`config.mk`:
```
export PLATFORM = sky130hd
export DESIGN_NAME = falling_spawn_scheduler
export DESIGN_NICKNAME = d
export VERILOG_FILES = /design/src/rtl/falling_spawn_pkg.sv /design/src/rtl/spawn_lfsr16.sv /design/src/rtl/falling_spawn_scheduler.sv
export SDC_FILE = /design/constraint.sdc
export NUM_CORES = 1
export LEC_CHECK = 0
export CORE_MARGIN = 1.5
export CORE_UTILIZATION = 30
export CTS_CLUSTER_DIAMETER = 150
export DETAILED_ROUTE_END_ITERATION = 12
export SYNTH_ARGS = -nofsm -noshare
export SYNTH_HDL_FRONTEND = slang
export SYNTH_SLANG_ARGS = --single-unit
```
`constraint.sdc`:
```
create_clock -name clk -period 7.6 [get_ports clk]
set_clock_uncertainty 0.05 [all_clocks]
set_input_delay 2.28 -clock clk [delete_from_list [all_inputs] [get_ports clk]]
set_output_delay 2.28 -clock clk [all_outputs]
set_load 0.1 [all_outputs]
```
`src/rtl/falling_spawn_pkg.sv`:
```
`default_nettype none
// ============================================================================
//  Package     : falling_spawn_pkg
//  Description : Shared types, LFSR tap mask and round-robin slot picker for
//                the falling-object spawn scheduler.
//  Revision    : 1.0 - initial release
// ============================================================================
package falling_spawn_pkg;

    typedef enum logic [2:0] {
        S_IDLE  = 3'd0,
        S_ARM   = 3'd1,
        S_WAIT  = 3'd2,
        S_SPAWN = 3'd3,
        S_DRAIN = 3'd4
    } spawn_state_t;

    // Fibonacci taps 16,14,13,11 expressed as bit positions 15,13,12,10
    localparam logic [15:0] c_lfsr_taps = 16'hB400;

    typedef struct packed {
        logic       found;
        logic [2:0] idx;
    } pick_t;

    // Unused slots above the pool size must be passed in as occupied; the
    // modulo-8 scan order then matches a scan that wraps at the pool size.
    function automatic pick_t pick_free_rr(input logic [7:0] visible, input logic [2:0] ptr);
        pick_t      r;
        logic [2:0] k;
        r = '0;
        for (int i = 0; i < 8; i++) begin
            k = ptr + 3'(i);
            if (!r.found && !visible[k]) begin
                r.found = 1'b1;
                r.idx   = k;
            end
        end
        return r;
    endfunction

endpackage
`default_nettype wire

```
`src/rtl/spawn_lfsr16.sv`:
```
`default_nettype none
// ============================================================================
//  Module      : spawn_lfsr16
//  Description : 16-bit Fibonacci LFSR with synchronous seed load and step.
//  Revision    : 1.0 - initial release
// ============================================================================
module spawn_lfsr16
    import falling_spawn_pkg::*;
#(
    parameter logic [15:0] RESET_VALUE = 16'hACE1
) (
    input  logic        clk,
    input  logic        resetN,
    input  logic        seed_load,
    input  logic [15:0] seed,
    input  logic        step,
    output logic [15:0] value
);

    logic [15:0] r_value;

    always_ff @(posedge clk or negedge resetN) begin
        if (!resetN) begin
            r_value <= RESET_VALUE;
        end else if (seed_load) begin
            r_value <= seed;
        end else if (step) begin
            r_value <= {r_value[14:0], ^(r_value & c_lfsr_taps)};
        end
    end

    assign value = r_value;

endmodule
`default_nettype wire

```
`src/rtl/falling_spawn_scheduler.sv`:
```
`default_nettype none
// ============================================================================
//  Module      : falling_spawn_scheduler
//  Description : Shared spawn controller: random gap timer, leap-zone X
//                shaping and round-robin allocation over a pool of movers.
//  Revision    : 1.0 - initial release
// ============================================================================
module falling_spawn_scheduler
    import falling_spawn_pkg::*;
#(
    parameter int          NUM_SLOTS            = 4,
    parameter int          MIN_TIME_TO_REAPPEAR = 5,
    parameter int          MAX_TIME_TO_REAPPEAR = 20,
    parameter int          MIN_X                = 48,
    parameter int          MAX_X                = 592,
    parameter int          LEAP_START           = 272,
    parameter int          LEAP_END             = 336,
    parameter logic [15:0] LFSR_SEED            = 16'hACE1
) (
    input  logic                 clk,
    input  logic                 resetN,
    input  logic                 oneTensSec,
    input  logic                 startofLevel,
    input  logic                 endLevel,
    input  logic                 enable,
    input  logic [3:0]           seedindex,
    input  logic [31:0]          objectSpeed,
    input  logic [NUM_SLOTS-1:0] exceed,
    output logic [NUM_SLOTS-1:0] loadX,
    output logic [10:0]          topLeftX,
    output logic [NUM_SLOTS-1:0] visible,
    output logic [31:0]          speed,
    output logic                 busy
);

    localparam int c_tw      = $clog2(MAX_TIME_TO_REAPPEAR + 1);
    localparam int c_range_t = MAX_TIME_TO_REAPPEAR - MIN_TIME_TO_REAPPEAR + 1;
    localparam int c_range_x = MAX_X - MIN_X + 1;

    spawn_state_t         r_state, w_next_state;
    logic [c_tw-1:0]      r_timer;
    logic [2:0]           r_rr_ptr;
    logic [NUM_SLOTS-1:0] r_visible;
    logic [NUM_SLOTS-1:0] r_loadX;
    logic [10:0]          r_topLeftX;
    logic [31:0]          r_speed;
    logic                 r_busy;

    logic [15:0]          w_lfsr;
    logic                 w_seed_load;
    logic                 w_step;
    logic                 w_arm;
    logic                 w_spawn;
    logic                 w_drain_done;
    logic [7:0]           w_vis8;
    pick_t                w_pick;
    logic [NUM_SLOTS-1:0] w_onehot;
    logic [2:0]           w_ptr_next;
    logic [10:0]          w_x_raw;
    logic [10:0]          w_x;
    logic [c_tw-1:0]      w_timer_init;

    spawn_lfsr16 #(
        .RESET_VALUE (LFSR_SEED)
    ) u_lfsr (
        .clk       (clk),
        .resetN    (resetN),
        .seed_load (w_seed_load),
        .seed      (LFSR_SEED ^ {seedindex, 12'h000}),
        .step      (w_step),
        .value     (w_lfsr)
    );

    always_comb begin
        w_vis8                  = '1;
        w_vis8[NUM_SLOTS-1:0]   = r_visible;
        w_pick                  = pick_free_rr(w_vis8, r_rr_ptr);
        w_onehot                = NUM_SLOTS'(1) << w_pick.idx;
        w_ptr_next              = (w_pick.idx == 3'(NUM_SLOTS - 1)) ? 3'd0 : w_pick.idx + 3'd1;
        w_x_raw                 = 11'(MIN_X) + ({1'b0, w_lfsr[9:0]} % 11'(c_range_x));
        // Objects never land in the leap window; push them just past it.
        w_x                     = (w_x_raw >= 11'(LEAP_START) && w_x_raw < 11'(LEAP_END))
                                  ? 11'(LEAP_END) : w_x_raw;
        w_timer_init            = c_tw'(MIN_TIME_TO_REAPPEAR) + c_tw'(w_lfsr % 16'(c_range_t));
        w_drain_done            = (r_visible == '0);
    end

    always_comb begin
        w_next_state = r_state;
        w_seed_load  = 1'b0;
        w_step       = 1'b0;
        w_arm        = 1'b0;
        w_spawn      = 1'b0;
        if (startofLevel) begin
            w_seed_load  = 1'b1;
            w_next_state = S_ARM;
        end else begin
            case (r_state)
                S_IDLE: w_next_state = S_IDLE;
                S_ARM: begin
                    if (endLevel) begin
                        w_next_state = S_DRAIN;
                    end else begin
                        w_arm        = 1'b1;
                        w_step       = 1'b1;
                        w_next_state = S_WAIT;
                    end
                end
                S_WAIT: begin
                    if (endLevel) begin
                        w_next_state = S_DRAIN;
                    end else if (r_timer == '0 && enable && w_pick.found) begin
                        w_spawn      = 1'b1;
                        w_next_state = S_SPAWN;
                    end
                end
                S_SPAWN: begin
                    w_step       = 1'b1;
                    w_next_state = endLevel ? S_DRAIN : S_ARM;
                end
                S_DRAIN: begin
                    if (w_drain_done) w_next_state = S_IDLE;
                end
                default: w_next_state = S_IDLE;
            endcase
        end
    end

    // The load pulse is registered on the WAIT->SPAWN edge so it is high
    // throughout the SPAWN cycle together with the new X and visible bit.
    always_ff @(posedge clk or negedge resetN) begin
        if (!resetN) begin
            r_state    <= S_IDLE;
            r_timer    <= '0;
            r_rr_ptr   <= 3'd0;
            r_visible  <= '0;
            r_loadX    <= '0;
            r_topLeftX <= '0;
            r_speed    <= '0;
            r_busy     <= 1'b0;
        end else begin
            r_state <= w_next_state;
            r_busy  <= (w_next_state != S_IDLE);
            r_loadX <= '0;
            if (w_arm) begin
                r_timer <= w_timer_init;
            end else if (r_state == S_WAIT && oneTensSec && enable && r_timer != '0) begin
                r_timer <= r_timer - c_tw'(1);
            end
            if (startofLevel) begin
                r_speed   <= objectSpeed;
                r_visible <= '0;
            end else begin
                r_visible <= (r_visible & ~exceed) | (w_spawn ? w_onehot : '0);
                if (w_spawn) begin
                    r_loadX    <= w_onehot;
                    r_topLeftX <= w_x;
                    r_rr_ptr   <= w_ptr_next;
                end
                if (r_state == S_DRAIN && w_drain_done) r_speed <= '0;
            end
        end
    end

    assign loadX    = r_loadX;
    assign topLeftX = r_topLeftX;
    assign visible  = r_visible;
    assign speed    = r_speed;
    assign busy     = r_busy;

endmodule
`default_nettype wire

```
* Word level (Yosys, flattened, before mapping)
Index checks and enable logic that the tools add are counted.
** Operators by class
- $add $sub $neg :: 11
- Multipliers :: 0
- Divide/modulo/power cells :: 1
- Order comparisons :: 10
- Eq/ne operators :: 5
- Shift operators :: 1
- Muxes and demuxes :: 52
- Bitwise gates (word level) :: 5
- Reductions and logical operators :: 37
** Operator list (count)
- $mux W32 :: 2
- $mux W4 :: 11
- $lt A3 B4 Y1 const B :: 8
- $mux W16 :: 2
- $bmux W1 S3 :: 8
- $mux W3 :: 7
- $mux W1 :: 17
- $reduce_xor A16 Y1 :: 1
- $logic_and A1 B1 Y1 :: 14
- $logic_not A1 Y1 :: 14
- $add A3 B3 Y3 const B :: 4
- $pmux W3 S4 :: 1
- $add A6 B11 Y11 const A :: 1
- $ge A11 B9 Y1 const B :: 1
- $lt A11 B9 Y1 const B :: 1
- $mod A10 B10 Y11 const B :: 1
- $mux W11 :: 1
- $mux W5 :: 2
- $eq A3 B2 Y1 const B :: 3
- $not A8 Y8 :: 1
- $add A3 B1 Y3 const B :: 2
- $add A3 B2 Y3 const B :: 2
- $reduce_bool A2 Y1 :: 3
- $add A3 B4 Y5 const A :: 1
- 14 further kinds :: 14
** Storage, ports and cells
- Register bits :: 79
- Latch bits :: 0
- RAM bits :: 0
- Bits in read-only memories :: 0
- Output and inout bits :: 52
- Logic and storage cells :: 131
- Memories kept :: 0

* Longest topological paths before layout
- Depth after elaboration :: 32
- Mapped depth :: 15
- Mapped depth without buffers :: 13

* Hierarchy
Synthesis repeated with hierarchy kept, for this count alone.
** Second synthesis, totals
- Cells, all modules :: 451
- Area total of the unflattened synthesis :: 4375.4 µm²
** By module, submodules not included
- falling_spawn_scheduler :: instances 1, cells an instance 378, area an instance 3584.7 µm²
- spawn_lfsr16 :: instances 1, cells an instance 73, area an instance 790.8 µm²

* Worst setup path after synthesis
Ideal clock, no wire load.
- Path type :: input-to-reg
- From :: in endLevel
- To :: reg u_lfsr.r_value[8], in the netlist u_lfsr.value[8]
- Library setup time :: 0.132 ns
- Arrival time :: 3.622 ns
- Data required time :: 7.418 ns
- Slack :: 3.796 ns
- Stages on the path :: 5
- Buffers on the path :: 2
- Cell sequence :: a211oi_1 clkbuf_1 buf_1 mux2i_1 nor2_1
** On the way
- Word-level cells in the longest chain between the ends :: 4
** Ends and longest elaborated chain
- start, declared :: line falling_spawn_scheduler.sv:24 : input logic endLevel,
- $mux W1 :: line falling_spawn_scheduler.sv:101 : if (endLevel) begin
- $pmux W1 S2 :: line falling_spawn_scheduler.sv:98 : case (r_state)
- $mux W1 :: line falling_spawn_scheduler.sv:94 : if (startofLevel) begin
- $reduce_bool A2 Y1 (no line)
- end signal, assigned :: line spawn_lfsr16.sv:28 : r_value <= {r_value[14:0], ^(r_value & c_lfsr_taps)};
- end, declared :: line spawn_lfsr16.sv:20 : logic [15:0] r_value;
No other way between the ends.
A chain may end at the register's enable or synchronous reset.

* Worst setup path after layout
- From :: reg r_visible[0], in the netlist visible[0]
- To :: out visible[0]
** RTL lines
- start, declared :: line falling_spawn_scheduler.sv:43 : logic [NUM_SLOTS-1:0] r_visible;
- start signal, assigned :: line falling_spawn_scheduler.sv:154 : r_visible <= (r_visible & ~exceed) | (w_spawn ? w_onehot : '0);
- end, declared :: line falling_spawn_scheduler.sv:31 : output logic [NUM_SLOTS-1:0] visible,
No word-level cell between the ends.

==> metrics <==
fmax 233.1 MHz; number of vias after detailed routing 3321; Die X 121.9 microns; Comb pwr share 0.272; total global-route track usage 0.1425; Die Y 121.9 microns; path type of the worst min-delay path reg -> reg; CP peak stage delay 1.17 ns; maximum clock path buffer count 2; number of levels the H-tree was split into 3; clock latency of the later-clocked register in the worst-skew pair 0.34 ns; Crit-path slowest cell sky130_fd_sc_hd__clkdlybuf4s50_1; # setup viols final 0; Final Max Tran Viols 0; mean post-synth cell area 10.36 sq um; Clock Root Buffer sky130_fd_sc_hd__clkbuf_16; cell type with the highest aggregate area in the netlist sky130_fd_sc_hd__dfrtp_1; final hold violations 0; CTS sink cnt 79; transition time at the pin with the least slew margin 1.100 ns; crit path buf inv count 1; number of enable-type register cells in the synthesized netlist 0; WL/cell 14.55 microns; async set-reset flop share out of synthesis 1.000; post-detailed-placement cell area 5315 sq um; category of the critical setup timing path reg -> out; Die Footprint 14850 sq um; clock-pin slew on the worst setup and hold paths 0.06 ns; CTS buffer count 9; kind of end point of the critical path primary output; Post-Syn Area 4238 sq um; setup repair after global routing missed its margin false; clock tree from TritonCTS yes; Period Utilization, post-route 0.5646; Cell Chain, Critical Path clkdlybuf4s50_1; number of global-route vias before repair 3439; number of diodes 0; layout overhead on the synthesized area 31.95%; power density over the cells 216.7 nW/um^2; hold buffer count at cts 0; IR drop worst, VDD 0.1054 mV; Post-Place Cells 661; # resized after CTS 0; pin count of the biggest net entering global routing 80; clock share of power 0.328; worst-case headroom to the max-slew limit 0.2664; net total in the final layout 549; Sw Pwr 0.0004169 W; top post-synthesis cells by area sky130_fd_sc_hd__dfrtp_1 42%, sky130_fd_sc_hd__a22o_1 6.8%, sky130_fd_sc_hd__dfstp_2 5.0%, sky130_fd_sc_hd__mux2i_1 4.7%, sky130_fd_sc_hd__nand2_1 3.5%; DRC Markers 0; FF+latch count, synth 79; vias per std cell 4.905; run status finished clean; first-pass detailed-route iteration total 7; startpoint type of the worst setup path flip-flop; cell family contributing the most delay on the critical path buffers and inverters; data required time of the worst path 5.27 ns; num ports 98; Routability Congestion 0.8445; Std-Cell Rows 43; arrival time reported for the critical path endpoint 1.96 ns; Remaining Overflow, GRT 0; leakage dissipation 2.353 nW; Core Footprint 13830 sq um; predominant post-synthesis flop cell sky130_fd_sc_hd__dfrtp_1; fillers 1350; Post-Route Utilization 0.4044; residual antenna-violating net count after detailed routing 0; total non-filler cell area in the finished layout 5592 sq um; largest fanout of any net on the critical path 7; # port buffers 97; sum of negative setup slack 0 ns; sequential share of the synthesized area 0.4689; wire length of the first global-routing pass 16.83 mm; switching part of the total 0.3441; violation count after the first detailed-route iteration 238; number of setup buffers added after CTS 0; Initial Util 0.3065; number of distinct standard cells referenced by the synthesized netlist 59; Power Internal 0.0007949 W; ratio of cells with drive above 1 in the final layout 0.09054; cell count after synthesis 409; total wire length 9.850 mm; antenna violations before repair 0; share of Yosys cell area claimed by the top area cell type 0.4193; register share of total power 0.400; Hold WS 0.4305 ns; minimum clock period 4.291 ns; post-synthesis net count 466; max cap viols 0; detailed placement HPWL 6.900 mm; count of non-filler cells in the finished layout 677; number of warning messages in the yosys log 0
## cells by family after synthesis
group                      count (synthesis)  synth area share
AOI/OAI and AO/OA                        107            0.1993
DFF                                       79            0.4689
muxes                                     24           0.06584
buffers and inverters                     41           0.04251
xor gates and xnor gates                  22           0.04724
and+or+nand+nor                          125            0.1438
adders and majority gates                 11           0.03248
## final cells by class
class	count	area, sq um	area share
repair buffers	98	970.9	0.1736
multi-input cells	289	2076	0.3712
clock inverters	5	33.78	0.006042
flip-flops and latches	79	1987	0.3553
inverters	15	56.30	0.01007
well taps	180	225.2	0.04028
clock buffers	11	242.7	0.04341
## metal layers
layer | track usage | share of wire | vias up
li1 | - | - | 1620
met1 | 0.1916 | 0.48 | 1574
met2 | 0.2159 | 0.44 | 119
met3 | 0.05243 | 0.074 | 8
met4 | 0.03824 | 0.0086 | 0
met5 | 0 | 0 | -
## placed cells by master, fill, tap and decap left out, types with 6 or more instances in the layout
master	count
sky130_fd_sc_hd__a21oi_1	20
sky130_fd_sc_hd__a22o_1	33
sky130_fd_sc_hd__and2_1	8
sky130_fd_sc_hd__clkbuf_16	9
sky130_fd_sc_hd__clkdlybuf4s50_1	95
sky130_fd_sc_hd__dfrtp_1	71
sky130_fd_sc_hd__dfstp_2	8
sky130_fd_sc_hd__ha_1	11
sky130_fd_sc_hd__inv_1	14
sky130_fd_sc_hd__mux2i_1	20
sky130_fd_sc_hd__nand2_1	40
sky130_fd_sc_hd__nand2b_1	10
sky130_fd_sc_hd__nand3_1	7
sky130_fd_sc_hd__nor2_1	33
sky130_fd_sc_hd__nor2b_1	8
sky130_fd_sc_hd__o21a_1	6
sky130_fd_sc_hd__o21ai_0	13
sky130_fd_sc_hd__xnor2_1	11
sky130_fd_sc_hd__xor2_1	10
## power groups by stage
| stage | Sequential, W | Clock [W] | Combinational (W) |
|---|---|---|---|
| 2_1_floorplan | 0.000610 | 0 | 0.000117 |
| 3_3_place_gp | 0.000491 | 0 | 0.000326 |
| 3_5_place_dp | 0.000491 | 0 | 0.000330 |
| 4_1_cts | 0.000485 | 0.000412 | 0.000332 |
| 5_1_grt | 0.000490 | 0.000434 | 0.000353 |
| 6_report | 0.000485 | 0.000397 | 0.000329 |
## per-stage QoR
stage          power [W]  worst slack, ns
2_1_floorplan  0.0007266            3.796
3_3_place_gp   0.0008172            3.017
3_5_place_dp   0.0008211            2.925
4_1_cts         0.001229            3.285
5_1_grt         0.001277            3.103
6_report        0.001212            3.309
## worst paths after layout
| kind | start | end | slack, ns | cells past startpoint |
|---|---|---|---|---|
| worst max-delay path | visible[0] | visible[0] | 3.31 | 1 |
| worst min-delay path | topLeftX[10] | topLeftX[10] | 0.43 | 2 |
| worst max register to register | r_rr_ptr[1] | topLeftX[6] | 3.63 | 9 |
| worst min register to register | topLeftX[10] | topLeftX[10] | 0.43 | 2 |
| max in group asynchronous | resetN | topLeftX[6] | 4.79 | 1 |
| min in group asynchronous | resetN | speed[8] | 2.05 | 1 |
## sequential cells by signal (all words and copies together) (netlist names)
name          count
speed            32
r_state           3
topLeftX         11
visible           4
u_lfsr.value     16
r_timer           5
loadX             4
r_rr_ptr          3
busy              1
## cell usage after synthesis, types with 2 or more instances
cell	n
sky130_fd_sc_hd__xnor2_1	11
sky130_fd_sc_hd__and2_1	8
sky130_fd_sc_hd__o21a_1	6
sky130_fd_sc_hd__or3_1	2
sky130_fd_sc_hd__mux4_2	3
sky130_fd_sc_hd__ha_1	11
sky130_fd_sc_hd__buf_2	3
sky130_fd_sc_hd__xor2_1	10
sky130_fd_sc_hd__nor3_1	5
sky130_fd_sc_hd__nand2b_1	10
sky130_fd_sc_hd__and3_1	3
sky130_fd_sc_hd__dfstp_2	8
sky130_fd_sc_hd__a21oi_1	20
sky130_fd_sc_hd__buf_1	4
sky130_fd_sc_hd__mux2i_1	20
sky130_fd_sc_hd__nand3_1	7
sky130_fd_sc_hd__nor2_1	33
sky130_fd_sc_hd__nor2b_1	8
sky130_fd_sc_hd__buf_6	3
sky130_fd_sc_hd__a32o_1	3
sky130_fd_sc_hd__o21ai_0	13
sky130_fd_sc_hd__a31oi_1	5
sky130_fd_sc_hd__dfrtp_1	71
sky130_fd_sc_hd__o211ai_1	3
sky130_fd_sc_hd__a22o_1	33
sky130_fd_sc_hd__a211oi_1	5
sky130_fd_sc_hd__inv_1	14
sky130_fd_sc_hd__a221oi_1	2
sky130_fd_sc_hd__nand2_1	40
sky130_fd_sc_hd__clkbuf_1	16
## worst min-delay path, stage by stage (launching register included)
cell                      delay [ns]
sky130_fd_sc_hd__dfrtp_1        0.34
sky130_fd_sc_hd__nand2_1        0.05
sky130_fd_sc_hd__nand2_1        0.05
(Power assumes the default switching activity.)
